===== config.mk =====
export PLATFORM = sky130hd
export DESIGN_NAME = ones_pattern_gen_flat
export DESIGN_NICKNAME = d
export VERILOG_FILES = /design/src/rtl/ones_pattern_gen_pkg.sv /design/src/rtl/ones_pattern_gen_if.sv /design/src/rtl/ones_pattern_gen_pop_chk.sv /design/src/rtl/ones_pattern_gen.sv /design/src/flat_wrapper.sv
export SDC_FILE = /design/constraint.sdc
export NUM_CORES = 1
export LEC_CHECK = 0
export ABC_AREA = 1
export CORE_ASPECT_RATIO = 1.25
export CORE_UTILIZATION = 35
export CTS_CLUSTER_SIZE = 40
export DETAILED_ROUTE_END_ITERATION = 12
export DONT_BUFFER_PORTS = 1
export HOLD_SLACK_MARGIN = 0.08
export SYNTH_ARGS = -nofsm -noshare
export SYNTH_HDL_FRONTEND = slang
export SYNTH_HIERARCHICAL = 1
export SYNTH_SLANG_ARGS = --single-unit
export TNS_END_PERCENT = 10

===== constraint.sdc =====
create_clock -name clk -period 1.7 [get_ports clk]
set_input_delay 0.51 -clock clk [delete_from_list [all_inputs] [get_ports clk]]
set_output_delay 0.51 -clock clk [all_outputs]
set_load 0.01 [all_outputs]

===== src/rtl/ones_pattern_gen_pkg.sv =====
// Shared types and defaults for the ones-pattern generator.
// Optional self-check build: ONES_PATTERN_GEN_SELFCHECK_EN.
package ones_pattern_pkg;

    localparam int OUT_WIDTH_D = 8;
    localparam int CNT_WIDTH_D = 4;

    typedef enum logic [1:0] {
        IDLE = 2'd0,
        FILL = 2'd1,
        HOLD = 2'd2
    } state_t;

    function automatic int unsigned min_cnt(
        input int unsigned c,
        input int unsigned lim
    );
        return (c > lim) ? lim : c;
    endfunction

endpackage


===== src/rtl/ones_pattern_gen_if.sv =====
// Count-in / word-out handshake bundle for the ones-pattern generator.
// The generator is the slave; its stimulus source/consumer is the master.
interface ones_pattern_gen_if
    import ones_pattern_pkg::*;
#(
    parameter int OUT_WIDTH = OUT_WIDTH_D,
    parameter int CNT_WIDTH = CNT_WIDTH_D
);
    logic                 cnt_valid;
    logic                 cnt_ready;
    logic [CNT_WIDTH-1:0] cnt_in;
    logic                 word_valid;
    logic                 word_ready;
    logic [OUT_WIDTH-1:0] word_out;

    modport master (
        output cnt_valid, cnt_in, word_ready,
        input  cnt_ready, word_valid, word_out
    );

    modport slave (
        input  cnt_valid, cnt_in, word_ready,
        output cnt_ready, word_valid, word_out
    );
endinterface


===== src/rtl/ones_pattern_gen_pop_chk.sv =====
// Combinational popcount used to cross-check the generated word.
module ones_pop_chk
    import ones_pattern_pkg::*;
#(
    parameter int OUT_WIDTH = OUT_WIDTH_D,
    parameter int CNT_WIDTH = CNT_WIDTH_D
) (
    input  logic [OUT_WIDTH-1:0] word,
    output logic [CNT_WIDTH-1:0] pop
);
    always_comb begin
        pop = '0;
        for (int i = 0; i < OUT_WIDTH; i++) begin
            pop = pop + CNT_WIDTH'(word[i]);
        end
    end
endmodule


===== src/rtl/ones_pattern_gen.sv =====
// Serial thermometer-code generator: count in, (1<<n)-1 word out.
// Define ONES_PATTERN_GEN_SELFCHECK_EN for the chk_err popcount check.
module ones_pattern_gen
    import ones_pattern_pkg::*;
#(
    parameter int OUT_WIDTH = OUT_WIDTH_D,
    parameter int CNT_WIDTH = CNT_WIDTH_D
) (
    input  logic                clk,
    input  logic                rst,
    ones_pattern_gen_if.slave   bus,
`ifdef ONES_PATTERN_GEN_SELFCHECK_EN
    output logic                chk_err,
`endif
    output logic                busy,
    output logic                sat
);
    localparam int IW = (OUT_WIDTH > 1) ? $clog2(OUT_WIDTH) : 1;
    localparam logic [CNT_WIDTH-1:0] LAST = CNT_WIDTH'(OUT_WIDTH - 1);

    state_t               state;
    logic [CNT_WIDTH-1:0] idx;
    logic [CNT_WIDTH-1:0] count;
    logic [OUT_WIDTH-1:0] word_fill;

    // Word as it will look after the current FILL step lands.
    always_comb begin
        word_fill = bus.word_out;
        word_fill[idx[IW-1:0]] = (idx < count);
    end

`ifdef ONES_PATTERN_GEN_SELFCHECK_EN
    logic [OUT_WIDTH-1:0] pop_in;
    logic [CNT_WIDTH-1:0] pop;

    // On the last FILL edge check the finished word so chk_err is valid in HOLD's first cycle.
    assign pop_in = (state == FILL) ? word_fill : bus.word_out;

    ones_pop_chk #(
        .OUT_WIDTH (OUT_WIDTH),
        .CNT_WIDTH (CNT_WIDTH)
    ) u_pop (
        .word (pop_in),
        .pop  (pop)
    );
`endif

    always_ff @(posedge clk or posedge rst) begin
        if (rst) begin
            state          <= IDLE;
            idx            <= '0;
            count          <= '0;
            bus.word_out   <= '0;
            bus.cnt_ready  <= 1'b1;
            bus.word_valid <= 1'b0;
            busy           <= 1'b0;
            sat            <= 1'b0;
`ifdef ONES_PATTERN_GEN_SELFCHECK_EN
            chk_err        <= 1'b0;
`endif
        end else begin
            unique case (state)
                IDLE: begin
`ifdef ONES_PATTERN_GEN_SELFCHECK_EN
                    chk_err <= 1'b0;
`endif
                    if (bus.cnt_valid && bus.cnt_ready) begin
                        count <= CNT_WIDTH'(min_cnt(32'(bus.cnt_in),
                                                    OUT_WIDTH));
                        sat           <= 32'(bus.cnt_in) > OUT_WIDTH;
                        bus.word_out  <= '0;
                        idx           <= '0;
                        bus.cnt_ready <= 1'b0;
                        busy          <= 1'b1;
                        state         <= FILL;
                    end
                end
                FILL: begin
                    bus.word_out <= word_fill;
                    if (idx == LAST) begin
                        bus.word_valid <= 1'b1;
                        state          <= HOLD;
                    end else begin
                        idx <= idx + 1'b1;
                    end
`ifdef ONES_PATTERN_GEN_SELFCHECK_EN
                    chk_err <= (idx == LAST) && (pop != count);
`endif
                end
                HOLD: begin
`ifdef ONES_PATTERN_GEN_SELFCHECK_EN
                    chk_err <= (pop != count);
`endif
                    if (bus.word_ready) begin
                        bus.word_valid <= 1'b0;
                        bus.cnt_ready  <= 1'b1;
                        busy           <= 1'b0;
                        state          <= IDLE;
`ifdef ONES_PATTERN_GEN_SELFCHECK_EN
                        chk_err        <= 1'b0;
`endif
                    end
                end
                default: state <= IDLE;
            endcase
        end
    end
endmodule

===== src/flat_wrapper.sv =====
// flat-port wrapper written by rule: the top's interface ports become plain ports
module ones_pattern_gen_flat import ones_pattern_pkg::*;
#(
    parameter int OUT_WIDTH = OUT_WIDTH_D,
    parameter int CNT_WIDTH = CNT_WIDTH_D
)
  (clk, rst, busy, sat, bus_cnt_valid, bus_cnt_in, bus_word_ready, bus_cnt_ready, bus_word_valid, bus_word_out);
  ones_pattern_gen_if #(.OUT_WIDTH(OUT_WIDTH), .CNT_WIDTH(CNT_WIDTH)) bus_i ();
  input  logic clk;
  input  logic rst;
  output logic busy;
  output logic sat;
  input wire logic [$bits(bus_i.cnt_valid)-1:0] bus_cnt_valid;
  input wire logic [$bits(bus_i.cnt_in)-1:0] bus_cnt_in;
  input wire logic [$bits(bus_i.word_ready)-1:0] bus_word_ready;
  output wire logic [$bits(bus_i.cnt_ready)-1:0] bus_cnt_ready;
  output wire logic [$bits(bus_i.word_valid)-1:0] bus_word_valid;
  output wire logic [$bits(bus_i.word_out)-1:0] bus_word_out;
  assign bus_i.cnt_valid = bus_cnt_valid;
  assign bus_i.cnt_in = bus_cnt_in;
  assign bus_i.word_ready = bus_word_ready;
  assign bus_cnt_ready = bus_i.cnt_ready;
  assign bus_word_valid = bus_i.word_valid;
  assign bus_word_out = bus_i.word_out;
  ones_pattern_gen #(.OUT_WIDTH(OUT_WIDTH), .CNT_WIDTH(CNT_WIDTH)) u_core (.clk(clk), .rst(rst), .bus(bus_i), .busy(busy), .sat(sat));
endmodule

==> impl_metrics.toml, run 1 <==
[run_status]
status = "finished, final reports clean"

[place]
gp_congestion = 0.878
io_buffers = 0
place_hpwl_microns = 1620
placed_area_sq_um = 1170

[cells_and_area]
drive_above_1_share_pct = 8.78
diodes = 0
area_growth_pct = 7.45
layout_commonest_cell = "nand2_1"
final_nets = 161
final_area_sq_um = 1210
layout_common_cells = "38 x nand2_1, 24 x nand3_1, 21 x inv_1, 21 x dfrtp_1, 13 x nor2_1"

[sta]
tns_ps = 0
fmax_mhz = 700
period_minus_slack_ps = 1430
drv_slew = 0
grt_setup_unrepaired = "false"
hold_viol = 0
worstMarginPinSlew_ps = 365
slew_headroom_pct = 75.7
setup_violations = 0
period_share_pct = 84.1
finClkSkew_ps = 3.08

[synth]
ys_seq_area_share_pct = 49.1
netlist_instances = 144
avgSynthCellArea_sq_um = 7.81
syn-num-nets = 156
synth_flop_cell = "dfrtp_1"
yosysTopAreaCell = "dfrtp_1"
ys_types = 19
syn_area_sq_um = 1120
synth.area.top_cells = "dfrtp_1 47%, nand2_1 13%, nand3_1 11%"
yosys_warnings = 6
synth_edf_count = 0
netlist.area_leader.share_pct = 46.7
ys_async_sr_fraction_pct = 100
synth-seq-cells = 22

[die]
core_sq_um = 3000
dieArea_sq_um = 3450
ios = 20
die_h_microns = 65.4
initial_utilization_pct = 37.5
num_rows = 22
die_x_microns = 52.7

[clocking]
htree_levels = 1
clk_path_buf_depth = 2
cts_buffers = 3
clk_pin_slew_ps = 120
ctsHoldBuffers = 0
clkLatencyLatePin_ps = 300
cts_tree = "done"
clkSinkCount = 22
cts_setup_buffers = 0
cts_resized = 0
root_buffer = "clkbuf_4"

[global_routing]
grt_max_degree = 23
grt_use_met1_pct = 18.0
grt-ovfl-total = 0
antenna_found_initial = 0
top_usage_layer = "met2"
grt_use_total_pct = 15.9
grt_pass1_wl_microns = 4060
grt_pass1_vias = 990
grtUsageMet3_pct = 2.55
use_met2_pct = 27.7

[power_and_ir_drop]
power_leakage_nw = 0.580
ir_drop_mv = 0.279
powerDensity_nw_per_um2 = 682

[setup_path]
cp_max_fo = 17
crit_required_ps = 1930
crit_type = "flip-flop to flip-flop"
start_kind = "flip-flop"
critPathCaptureType = "flip-flop"
cp_data_arrival_time_ps = 1660

[drt]
totalWireLength_microns = 2210
final_antenna_net_count = 0
drt_iter0_drc = 24
routed_via_density = 5.17
vias = 952
first_pass_iters = 4
route.detailed.drc = 0
avgRoutedWirePerCell_microns = 12.0

[worst_hold_path]
worstHoldPathType = "input port to asynchronous set/reset pin"

[flow_run]
max_cap_violations = 0
## flip-flops by register name, summed over array words and instances (netlist names)
register,count
u_core/state,2
u_core/bus.cnt_ready,1
u_core/sat,1
u_core/bus.word_valid,1
u_core/count,4
u_core/bus.word_out,8
u_core/idx,4
u_core/busy,1
## cell usage after synthesis, types with 2 or more instances
master / instances
nand2_1: 38
nand3_1: 24
dfrtp_1: 21
inv_1: 21
nor2_1: 13
o21ai_0: 8
ha_1: 4
a21oi_1: 2
inv_2: 2
nand2_2: 2
## where the power goes
group / internal [mW] / total, mW / switching, mW
registers: 0.523 / 0.523 / 0
logic: 0.00318 / 0.0160 / 0.0128
clock network: 0.131 / 0.286 / 0.155
total: 0.657 / 0.825 / 0.168
## layout make-up
class | count | area [sq um]
clock buffers | 4 | 36.3
flip-flops and latches | 22 | 552
repair buffers | 2 | 15.0
inverters | 23 | 86.3
well taps | 36 | 45.0
fillers | 321 | 1790
multi-input cells | 97 | 474
## logic make-up after synthesis
family | after synthesis | share of synthesized area [%]
and+or+nand+nor | 81 | 31.9
AOI/OAI and AO/OA | 12 | 5.78
adders and majority gates | 4 | 4.45
DFF | 22 | 49.1
buffers and inverters | 25 | 8.79
## critical path: stages, from the launching register on
cell and delay (ps):
dfstp_2 590, nand3_2 320, inv_1 170, nand2_1 110, o21ai_0 160
## path summary, 6_finish.rpt
path | startpoint | to | slack (ps) | cells after the start
max in group asynchronous | rst | u_core/bus.cnt_ready$_DFFE_PP1P_ | 1310 | 2
worst min register to register | u_core/count[2]$_DFFE_PP0P_ | u_core/count[2]$_DFFE_PP0P_ | 500 | 2
worst max-delay path | u_core/bus.cnt_ready$_DFFE_PP1P_ | u_core/count[1]$_DFFE_PP0P_ | 270 | 4
worst max register to register | u_core/bus.cnt_ready$_DFFE_PP1P_ | u_core/count[1]$_DFFE_PP0P_ | 270 | 4
worst min-delay path | rst | u_core/idx[1]$_DFFE_PP0P_ | 120 | 2
min in group clk | bus_word_ready | u_core/state[1]$_DFFE_PP0P_ | 280 | 1
## metal layers
metal / share of wire [%] / vias to the layer above
met2: 53 / 17
met3: 2.4 / 4
met4: 2.1 / 0
met5: 0 / -
li1: - / 464
met1: 42 / 467
## through the flow
stage	cells	worst slack (ps)	power, mW	hold WS (ps)	utilization [%]
6_report	184	271	0.825	115	40.3
5_1_grt	184	83.0	0.866	131	40.3
4_1_cts	184	250	0.842	118	40.3
3_5_place_dp	180	274	0.550	466	39.1
3_3_place_gp	180	334	0.550	459	39.1
2_1_floorplan	144	436	0.544	453	-
No activity file was read; power rests on OpenSTA's default activity.
==> inputs of run 2 (changes only) <==
==> constraint.sdc (replaced) <==
create_clock -name clk -period 1.4 [get_ports clk]
set_input_delay 0.42 -clock clk [delete_from_list [all_inputs] [get_ports clk]]
set_output_delay 0.42 -clock clk [all_outputs]
set_load 0.01 [all_outputs]
==> run 2 against run 1 <==
Flip-flop and latch count unchanged. Die area unchanged. Register-to-register slack got worse by 130 ps. Non-clock buffer count rose by 5. Utilization up 1.5 points. Cell count up 2.7%. Sequential share of layout area shrank 1.4 points. Via count decreased by 0.42%.
==> impl_metrics.toml, run 2 (synthesized netlist as in run 1, its figures left out) <==
[run_status]
status = "finished, final reports clean"

[place]
io_buffers = 0
gp_congestion = 0.845
place_hpwl_microns = 1770
place_ws_ps = 63.1
placed_area_sq_um = 1190

[power_and_ir_drop]
power_leakage_nw = 0.596
powerDensity_nw_per_um2 = 767
internal-power_uw = 754
clkPwrFrac_pct = 31.4
p_seq_share_pct = 66.1
combPwrFrac_pct = 2.5
ir_drop_mv = 0.354
switching_power_uw = 207
switching_share_pct = 21.6

[global_routing]
grt_use_total_pct = 15.7
antenna_found_initial = 0
use_met2_pct = 28.5
grt_pass1_wl_microns = 4000
grt_max_degree = 13
grt_pass1_vias = 964
grt_use_met1_pct = 17.2
top_usage_layer = "met2"
grt-ovfl-total = 0
grtUsageMet3_pct = 2.78

[sta]
period_minus_slack_ps = 1330
period_share_pct = 95.1
fin_ws_ps = 68.0
setup_violations = 0
tns_ps = 0
fmax_mhz = 751
finClkSkew_ps = 1.55
hold_viol = 0
worstMarginPinSlew_ps = 443
slew_headroom_pct = 70.4
drv_slew = 0
timing.hold.ws_ps = 183

[clocking]
clkSinkCount = 22
clk_path_buf_depth = 2
clk_pin_slew_ps = 120
cts_buffers = 3
htree_levels = 1
clkLatencyLatePin_ps = 300
root_buffer = "clkbuf_4"
cts_tree = "done"

[setup_path]
crit_required_ps = 980
start_kind = "flip-flop"
cp_data_arrival_time_ps = 910
crit_type = "flip-flop to output port"
critPathCaptureType = "output port"
cp_max_fo = 3
r2r_start = "u_core/idx[1]$_DFFE_PP0P_"
cp-startpoint = "u_core/bus.cnt_ready$_DFFE_PP1P_"

[flow_run]
max_cap_violations = 0

[drt]
avgRoutedWirePerCell_microns = 12.2
drt_iter0_drc = 25
first_pass_iters = 6
final_antenna_net_count = 0
vias = 948
totalWireLength_microns = 2310
routed_via_density = 5.02
route.detailed.drc = 0

[die]
core_sq_um = 3000
ios = 20
num_rows = 22
dieArea_sq_um = 3450
die_x_microns = 52.7
initial_utilization_pct = 37.5
die_h_microns = 65.4

[cells_and_area]
layout_commonest_cell = "nand2_1"
drive_above_1_share_pct = 13.1
fin_util_pct = 41.8
reg.largest.list = "u_core/bus.word_out (8), u_core/count (4), u_core/idx (4)"
fill_cells = 303
final_nets = 166
layout_common_cells = "37 x nand2_1, 24 x nand3_1, 21 x inv_1"
final_area_sq_um = 1250
largest-register = "u_core/bus.word_out"
diodes = 0
area_growth_pct = 11.5
largest_reg_flops = 8

[worst_hold_path]
worstHoldPathType = "input port to flip-flop"
hp-start = "bus_word_ready"
==> run 2: changes by cell type in the layout (fill, tap and decap cells not counted), sizes merged <==
cell	before	now
buf	2	6
dlygate4sd3	0	1
==> run 2: through the flow <==
stage / total power [mW] / cells
after global placement: 0.670 / 183
after CTS: 0.982 / 188
after global routing: 1.01 / 189
after floorplan: 0.661 / 144
after detailed placement: 0.671 / 183
final: 0.961 / 189
==> run 2: worst paths after layout <==
kind | end | slack, ps | cells after the start
setup / recovery | bus_cnt_ready | 70 | 0
hold / removal | u_core/state[1]$_DFFE_PP0P_ | 180 | 1
setup reg to reg | u_core/idx[3]$_DFFE_PP0P_ | 140 | 7
hold reg to reg | u_core/count[3]$_DFFE_PP0P_ | 510 | 1
max in group asynchronous | u_core/idx[1]$_DFFE_PP0P_ | 390 | 3
min in group asynchronous | u_core/bus.word_valid$_DFFE_PP0P_ | 540 | 2
==> run 2: layout make-up <==
class / instances / area [sq um] / area share, %
clock buffer: 4 / 26.3 / 2.10
inverter: 23 / 86.3 / 6.89
multi-input combinational: 97 / 487 / 38.8
sequential: 22 / 554 / 44.2
tap: 36 / 45.0 / 3.59
timing repair buffer: 7 / 55.1 / 4.39
==> run 2: timing repair <==
item,CTS,global route
gates resized for setup,0,5
setup endpoints to repair,0,15
endpoints found under the hold margin,8,0
buffers inserted,0,1
hold buffers,1,0
==> run 2: power groups by stage <==
stage | sequential (mW) | clock (mW) | combinational, mW
after global routing | 0.636 | 0.349 | 0.0285
after global placement | 0.647 | 0 | 0.0221
after CTS | 0.636 | 0.321 | 0.0253
final | 0.635 | 0.302 | 0.0239
after detailed placement | 0.647 | 0 | 0.0231
after floorplan | 0.648 | 0 | 0.0134
==> run 2: metal layers <==
metal	share of wire (%)	routed length [microns]
met5	0	0
met4	0.52	12
met3	2.1	49
met2	53	1220
met1	44	1030
